==> src/rtl/video_timing_pkg.sv <==
// Shared types and helpers for the video timing meter: measured-mode tuple,
// lock FSM states and a saturating increment.
package video_timing_pkg;

  localparam int unsigned VT_FIELD_W = 16;

  typedef struct packed {
    logic [VT_FIELD_W-1:0] h_total;
    logic [VT_FIELD_W-1:0] h_active;
    logic [VT_FIELD_W-1:0] v_total;
    logic [VT_FIELD_W-1:0] v_active;
    logic                  hs_pol;
    logic                  vs_pol;
  } timing_t;

  typedef enum logic [1:0] {SEARCH, MEASURE, LOCKED} vtm_state_t;

  function automatic logic [31:0] sat_inc(input logic [31:0] v, input logic [31:0] max);
    return (v >= max) ? max : v + 32'd1;
  endfunction

endpackage

==> src/rtl/sync_period_counter.sv <==
// Counts events between boundaries and how many of them saw 'level' high.
// EDGE_OPENS=1: the boundary event starts the new period; 0: it closes the old one.
module sync_period_counter
  import video_timing_pkg::*;
#(
  parameter int unsigned W          = 12,
  parameter bit          EDGE_OPENS = 1'b1
) (
  input  logic         clk,
  input  logic         reset,
  input  logic         adv,
  input  logic         bound,
  input  logic         level,
  output logic [W-1:0] period,
  output logic [W-1:0] level_cnt,
  output logic         done
);

  localparam logic [W-1:0] ONES = '1;

  logic [W-1:0] cnt_q, hi_q, cnt_inc, hi_inc;

  assign cnt_inc = W'(sat_inc(32'(cnt_q), 32'(ONES)));
  assign hi_inc  = W'(sat_inc(32'(hi_q), 32'(ONES)));

  always_ff @(posedge clk or posedge reset) begin
    if (reset) begin
      cnt_q     <= '0;
      hi_q      <= '0;
      period    <= '0;
      level_cnt <= '0;
      done      <= 1'b0;
    end else begin
      done <= 1'b0;
      if (bound) begin
        done <= 1'b1;
        if (EDGE_OPENS) begin
          period    <= cnt_q;
          level_cnt <= hi_q;
          cnt_q     <= W'(1);
          hi_q      <= {{(W-1){1'b0}}, level};
        end else begin
          // a coincident event still belongs to the period being closed
          period    <= adv ? cnt_inc : cnt_q;
          level_cnt <= (adv && level) ? hi_inc : hi_q;
          cnt_q     <= '0;
          hi_q      <= '0;
        end
      end else if (adv) begin
        cnt_q <= cnt_inc;
        if (level) hi_q <= hi_inc;
      end
    end
  end

endmodule

==> src/rtl/video_timing_meter.sv <==
// Measures HS/VS/DE geometry and sync polarity, reports a locked stable mode.
// Optional VTM_FRAME_CLOCKS_EN adds frame_clks (raw clk cycles per frame).
module video_timing_meter
  import video_timing_pkg::*;
#(
  parameter int unsigned CW            = 12,
  parameter int unsigned TIMEOUT_W     = 22,
  parameter int unsigned STABLE_FRAMES = 2
) (
  input  logic          clk,
  input  logic          reset,
  input  logic          ce_pix,
  input  logic          hsync,
  input  logic          vsync,
  input  logic          de,
  output logic [CW-1:0] h_total,
  output logic [CW-1:0] h_active,
  output logic [CW-1:0] v_total,
  output logic [CW-1:0] v_active,
  output logic          hs_pol,
  output logic          vs_pol,
  output logic          locked,
  output logic          meas_strobe
`ifdef VTM_FRAME_CLOCKS_EN
  ,
  output logic [TIMEOUT_W-1:0] frame_clks
`endif
);

  localparam logic [CW-1:0] ONES    = '1;
  localparam int unsigned   MW      = $clog2(STABLE_FRAMES + 1);
  localparam logic [MW-1:0] MC_LOCK = MW'(STABLE_FRAMES);

  logic hs_cur, hs_prev, vs_cur, vs_prev, de_cur, smp_vld;
  logic hs_edge, vs_edge;

  always_ff @(posedge clk or posedge reset) begin
    if (reset) begin
      hs_cur  <= 1'b0;
      hs_prev <= 1'b0;
      vs_cur  <= 1'b0;
      vs_prev <= 1'b0;
      de_cur  <= 1'b0;
      smp_vld <= 1'b0;
    end else begin
      smp_vld <= ce_pix;
      if (ce_pix) begin
        hs_prev <= hs_cur;
        hs_cur  <= hsync;
        vs_prev <= vs_cur;
        vs_cur  <= vsync;
        de_cur  <= de;
      end
    end
  end

  assign hs_edge = smp_vld & hs_cur & ~hs_prev;
  assign vs_edge = smp_vld & vs_cur & ~vs_prev;

  logic [CW-1:0] line_total, line_hi, frame_lines, frame_vs_hi;
  logic          h_done, v_done;

  sync_period_counter #(.W(CW), .EDGE_OPENS(1'b1)) u_hcnt (
    .clk      (clk),
    .reset    (reset),
    .adv      (smp_vld),
    .bound    (hs_edge),
    .level    (hs_cur),
    .period   (line_total),
    .level_cnt(line_hi),
    .done     (h_done)
  );

  sync_period_counter #(.W(CW), .EDGE_OPENS(1'b0)) u_vcnt (
    .clk      (clk),
    .reset    (reset),
    .adv      (hs_edge),
    .bound    (vs_edge),
    .level    (vs_cur),
    .period   (frame_lines),
    .level_cnt(frame_vs_hi),
    .done     (v_done)
  );

  logic [CW-1:0]        de_cnt, h_max, act_cnt, h_max_upd, act_upd;
  logic [CW-1:0]        cand_h_active, cand_v_active;
  logic [TIMEOUT_W-1:0] to_cnt;
  logic                 line_seen, timeout;

  assign h_max_upd = (hs_edge && de_cnt > h_max) ? de_cnt : h_max;
  assign act_upd   = (hs_edge && de_cnt != '0) ? CW'(sat_inc(32'(act_cnt), 32'(ONES))) : act_cnt;
  assign timeout   = (&to_cnt) & ~vs_edge;

  // h_max/act_cnt fold in a coincident line close before the frame snapshot
  always_ff @(posedge clk or posedge reset) begin
    if (reset) begin
      de_cnt        <= '0;
      h_max         <= '0;
      act_cnt       <= '0;
      cand_h_active <= '0;
      cand_v_active <= '0;
      to_cnt        <= '0;
      line_seen     <= 1'b0;
    end else begin
      line_seen <= line_seen | h_done;
      to_cnt    <= vs_edge ? '0 : to_cnt + 1'b1;
      if (smp_vld) begin
        if (hs_edge)     de_cnt <= {{(CW-1){1'b0}}, de_cur};
        else if (de_cur) de_cnt <= CW'(sat_inc(32'(de_cnt), 32'(ONES)));
      end
      if (vs_edge) begin
        cand_h_active <= h_max_upd;
        cand_v_active <= act_upd;
        h_max         <= '0;
        act_cnt       <= '0;
      end else begin
        h_max   <= h_max_upd;
        act_cnt <= act_upd;
      end
    end
  end

  logic fc_ok, fc_sat;
`ifdef VTM_FRAME_CLOCKS_EN
  localparam logic [TIMEOUT_W-1:0] FC_ONES = '1;
  logic [TIMEOUT_W-1:0] fc_cnt, fc_cap, fc_diff;

  always_ff @(posedge clk or posedge reset) begin
    if (reset) begin
      fc_cnt <= '0;
      fc_cap <= '0;
    end else if (vs_edge) begin
      fc_cap <= fc_cnt;
      fc_cnt <= TIMEOUT_W'(1);
    end else begin
      fc_cnt <= TIMEOUT_W'(sat_inc(32'(fc_cnt), 32'(FC_ONES)));
    end
  end

  assign fc_diff = (fc_cap > frame_clks) ? fc_cap - frame_clks : frame_clks - fc_cap;
  assign fc_ok   = fc_diff <= TIMEOUT_W'(1);
  assign fc_sat  = fc_cap == FC_ONES;
`else
  assign fc_ok  = 1'b1;
  assign fc_sat = 1'b0;
`endif

  timing_t cand, cur_q;
  logic    cand_bad, cand_match;

  always_comb begin
    cand          = '0;
    cand.h_total  = VT_FIELD_W'(line_total);
    cand.h_active = VT_FIELD_W'(cand_h_active);
    cand.v_total  = VT_FIELD_W'(frame_lines);
    cand.v_active = VT_FIELD_W'(cand_v_active);
    cand.hs_pol   = {line_hi, 1'b0} > {1'b0, line_total};
    cand.vs_pol   = {frame_vs_hi, 1'b0} > {1'b0, frame_lines};
  end

  assign cand_bad = (line_total == ONES) | (frame_lines == ONES) | (cand_h_active == ONES) |
                    (cand_v_active == ONES) | fc_sat | ~line_seen;
  assign cand_match = (cand == cur_q) & fc_ok;

  vtm_state_t    state_q, state_d;
  logic [MW-1:0] mc_q, mc_d;
  logic          load;

  always_comb begin
    state_d = state_q;
    mc_d    = mc_q;
    load    = 1'b0;
    if (timeout) begin
      state_d = SEARCH;
      mc_d    = '0;
    end else if (v_done) begin
      unique case (state_q)
        SEARCH: begin
          state_d = MEASURE;
          mc_d    = '0;
        end
        MEASURE, LOCKED: begin
          load = 1'b1;
          if (cand_bad) begin
            state_d = MEASURE;
            mc_d    = '0;
          end else if (cand_match && mc_q != '0) begin
            if (state_q == MEASURE) mc_d = mc_q + 1'b1;
            if (mc_d >= MC_LOCK) state_d = LOCKED;
          end else begin
            state_d = MEASURE;
            mc_d    = MW'(1);
          end
        end
        default: state_d = SEARCH;
      endcase
    end
  end

  always_ff @(posedge clk or posedge reset) begin
    if (reset) begin
      state_q     <= SEARCH;
      mc_q        <= '0;
      meas_strobe <= 1'b0;
      cur_q       <= '0;
    end else begin
      state_q     <= state_d;
      mc_q        <= mc_d;
      meas_strobe <= load;
      if (load) cur_q <= cand;
    end
  end

`ifdef VTM_FRAME_CLOCKS_EN
  always_ff @(posedge clk or posedge reset) begin
    if (reset)     frame_clks <= '0;
    else if (load) frame_clks <= fc_cap;
  end
`endif

  assign h_total  = cur_q.h_total[CW-1:0];
  assign h_active = cur_q.h_active[CW-1:0];
  assign v_total  = cur_q.v_total[CW-1:0];
  assign v_active = cur_q.v_active[CW-1:0];
  assign hs_pol   = cur_q.hs_pol;
  assign vs_pol   = cur_q.vs_pol;
  assign locked   = state_q == LOCKED;

endmodule

==> config.mk <==
export PLATFORM = sky130hd
export DESIGN_NAME = video_timing_meter
export DESIGN_NICKNAME = d
export VERILOG_FILES = /design/src/rtl/video_timing_pkg.sv /design/src/rtl/sync_period_counter.sv /design/src/rtl/video_timing_meter.sv
export SDC_FILE = /design/constraint.sdc
export NUM_CORES = 1
export LEC_CHECK = 0
export ABC_AREA = 1
export BUFFER_PORTS_ARGS = -buffer_cell sky130_fd_sc_hd__buf_2
export CAP_MARGIN = 20
export CORE_MARGIN = 2
export CORE_UTILIZATION = 39
export CTS_BUF_LIST = sky130_fd_sc_hd__clkbuf_2 sky130_fd_sc_hd__clkbuf_4 sky130_fd_sc_hd__clkbuf_8
export DETAILED_ROUTE_END_ITERATION = 12
export GPL_TIMING_DRIVEN = 0
export SLEW_MARGIN = 25
export SYNTH_ARGS = -nofsm -noshare
export SYNTH_HDL_FRONTEND = slang
export SYNTH_HIERARCHICAL = 1
export SYNTH_SLANG_ARGS = --single-unit
export TNS_END_PERCENT = 50
==> constraint.sdc <==
create_clock -name clk -period 6 [get_ports clk]
set_clock_uncertainty 0.05 [all_clocks]
set_input_delay 1.5 -clock clk [delete_from_list [all_inputs] [get_ports clk]]
set_output_delay 1.5 -clock clk [all_outputs]
set_load 0.03 [all_outputs]
==> results.py <==
metrics = {
    "clock_tree": {
        "clk_pin_slew_ps": 60,
        "cts_setup_buffers": 0,
        "cts_tree": "done",
        "cts_root_buf": "clkbuf_8",
        "cts_hold_buf": 0,
        "post_cts_resized": 0,
        "cts.sinks": 242,
        "numCtsBuffers": 46,
        "insertion_delay_ps": 570,
        "cts_buffer_depth": 3,
        "cts_htree_levels": 2,
    },
    "synthesis": {
        "synth.distinct_cells": 52,
        "synthFlopType": "dfrtp_1",
        "synth_fp_nets": 1774,
        "synthCells": 1721,
        "synth_seq_area_share_pct": 44.9,
        "ys_ff_latch": 242,
        "synth-edff-count": 0,
        "syn-cell-area_mm2": 0.0135,
        "avgSynthCellArea_um2": 7.83,
        "synthArstFlopShare_pct": 100,
        "yosys_warnings": 6,
    },
    "power": {
        "ir_drop_uv": 203,
        "power_leakage_uw": 0.00764,
        "pwr_density_cell_mw_per_mm2": 369,
    },
    "critical_path": {
        "cp_num_buf_inv": 4,
        "criticalPathCategory": "flop to flop",
        "critical_path.startpoint_type": "flop",
        "cp.required_ps": 6430,
        "critPathMostFrequentCell": "clkbuf_1",
        "cpPeakStageDelay_ps": 750,
        "crit_slowest_cell": "clkbuf_1",
        "crit_arrival_ps": 3560,
        "cp_top_family": "buffers and inverters",
        "cp_cell_sequence": "inv_1 -> nor3_2 -> clkbuf_1 -> clkbuf_1 -> clkbuf_1 -> nor2_1 -> a31oi_1",
        "path_max_fanout": 11,
        "endpoint_kind": "flop",
    },
    "finish": {
        "area.growth.synth_to_final_pct": 14.2,
        "fillCellCount": 3391,
        "diodes": 0,
        "layout.cells.non_filler": 2316,
        "finalNetCount": 1880,
        "drive_gt1_share_pct": 16.2,
        "multi_input_area_mm2": 0.00632,
        "largest_reg_flops": 22,
        "final_common_cell": "nand2_1",
        "regArea_mm2": 0.00606,
        "fin_util_pct": 44.9,
        "layout_common_cells": "542 x nand2_1, 242 x dfrtp_1, 193 x inv_1",
        "top_register": "to_cnt",
    },
    "sta": {
        "fmax_mhz": 320,
        "slew_viol_final": 0,
        "tightestPinTransition_ps": 908,
        "grt_setup_unrepaired": "false",
        "setup_viol": 0,
        "fin_crit_ps": 3130,
        "final_hold_viol_count": 0,
        "post-route-period-util_pct": 52.2,
        "final.setup.worst_slack_ps": 2870,
        "max-slew-margin-rel_pct": 39.5,
    },
    "die": {
        "start_util_pct": 39.3,
        "core.rowCount": 68,
        "dieArea_mm2": 0.0361,
        "fp.dieH_um": 190,
        "die_width_um": 190,
        "io_pins": 58,
        "core_area_mm2": 0.0343,
    },
    "placement": {
        "place_hpwl_um": 26200,
        "gp_congestion": 0.851,
        "dp.cells": 2234,
        "io_buffers": 57,
        "dp_slack_ps": 2840,
    },
    "global_route": {
        "grt_max_degree": 78,
        "grt_pass1_wl_um": 58200,
        "grt_pass1_vias": 11000,
        "antenna_found_initial": 0,
        "track_usage_pct": 20.2,
        "overflow": 0,
    },
    "detailed_routing": {
        "vias": 11400,
        "drt-pass1-iter-count": 5,
        "route.detailed.drc": 0,
        "wire_per_inst_um": 15.4,
        "drt_iter0_drc": 729,
        "ant_nets": 0,
        "routed_via_density": 4.93,
        "wl_um": 35600,
    },
    "job": {
        "drv_cap": 0,
    },
    "hold_path": {
        "hold_class": "flop to flop",
    },
    "status": {
        "status": "finished clean",
    },
}
-- cell families after synthesis --
kind of cell | Yosys count | synth area share, %
and+or+nand+nor | 927 | 30.3
buffers and inverters | 245 | 8.16
DFF | 242 | 44.9
AOI/OAI and AO/OA | 232 | 10.5
xor gates and xnor gates | 27 | 1.75
muxes | 1 | 0.0835
adders and majority gates | 47 | 4.36
-- worst paths after layout --
kind / slack (ps) / start / cells past startpoint / end
worst max-delay path: 2870 / vs_cur$_DFFE_PP0P_ / 7 / u_vcnt/period[2]$_DFFE_PP0P_
worst min-delay path: 380 / u_hcnt/done$_DFF_PP0_ / 1 / line_seen$_DFF_PP0_
worst max register to register: 2870 / vs_cur$_DFFE_PP0P_ / 7 / u_vcnt/period[2]$_DFFE_PP0P_
worst min register to register: 380 / u_hcnt/done$_DFF_PP0_ / 1 / line_seen$_DFF_PP0_
max in group asynchronous: 4160 / reset / 3 / h_max[2]$_DFF_PP0_
min in group asynchronous: 960 / reset / 2 / hs_pol$_DFFE_PP0P_
-- power breakdown --
part | leakage, µW | internal [µW] | total [µW] | switching (µW)
combinational | 0.00383 | 548 | 1590 | 1050
clock | 0.000542 | 1050 | 1780 | 725
sequential | 0.00327 | 1940 | 2310 | 372
-- per-stage QoR --
stage	hold WS (ps)	TNS (ps)	instance area, µm²	power, µW
final	381	0	15400	5680
after global routing	393	0	15400	6060
after CTS	382	0	15400	5740
after detailed placement	369	0	14400	3930
after global placement	368	-212470	14300	3890
after floorplan	360	0	13500	3400
-- Yosys cell counts, drive strengths merged (4+ instances only) --
master,n,area (µm²)
nand3b,7,52.6
a21oi,40,208
nand2,592,2360
ha,47,588
nor3,31,176
xor2,11,96.3
xnor2,16,140
inv,202,758
nand4,21,146
nand3,92,526
buf,24,260
o211ai,6,45.0
nor4,4,40.0
nor2,174,739
o21ai,158,941
o22ai,6,37.5
or2,5,31.3
a31oi,11,90.1
clkbuf,18,77.6
dfrtp,242,6060
-- per-layer routing --
metal	share of wire, %	vias up	GRT usage, %
li1	-	5733	-
met1	47	5375	28.3
met2	44	240	31.2
met3	6.1	61	4.76
met4	2.5	0	5.84
met5	0	-	0
-- area by class of cell --
cell class	count	area share [%]
Inverter	203	5.03
Multi-Input combinational cell	1234	41.1
Clock inverter	10	0.667
Sequential cell	242	39.3
Tap cell	455	3.70
Buffer	42	2.19
Timing Repair Buffer	58	2.03
Clock buffer	72	5.95
-- worst register-to-register path: cells and delay by family (launching register included) --
family,cells,cell delay [ps]
buffers and inverters,4,1570
and+or+nand+nor,2,740
DFF,1,530
AOI/OAI and AO/OA,1,160
No activity file was read; power rests on OpenSTA's default activity.
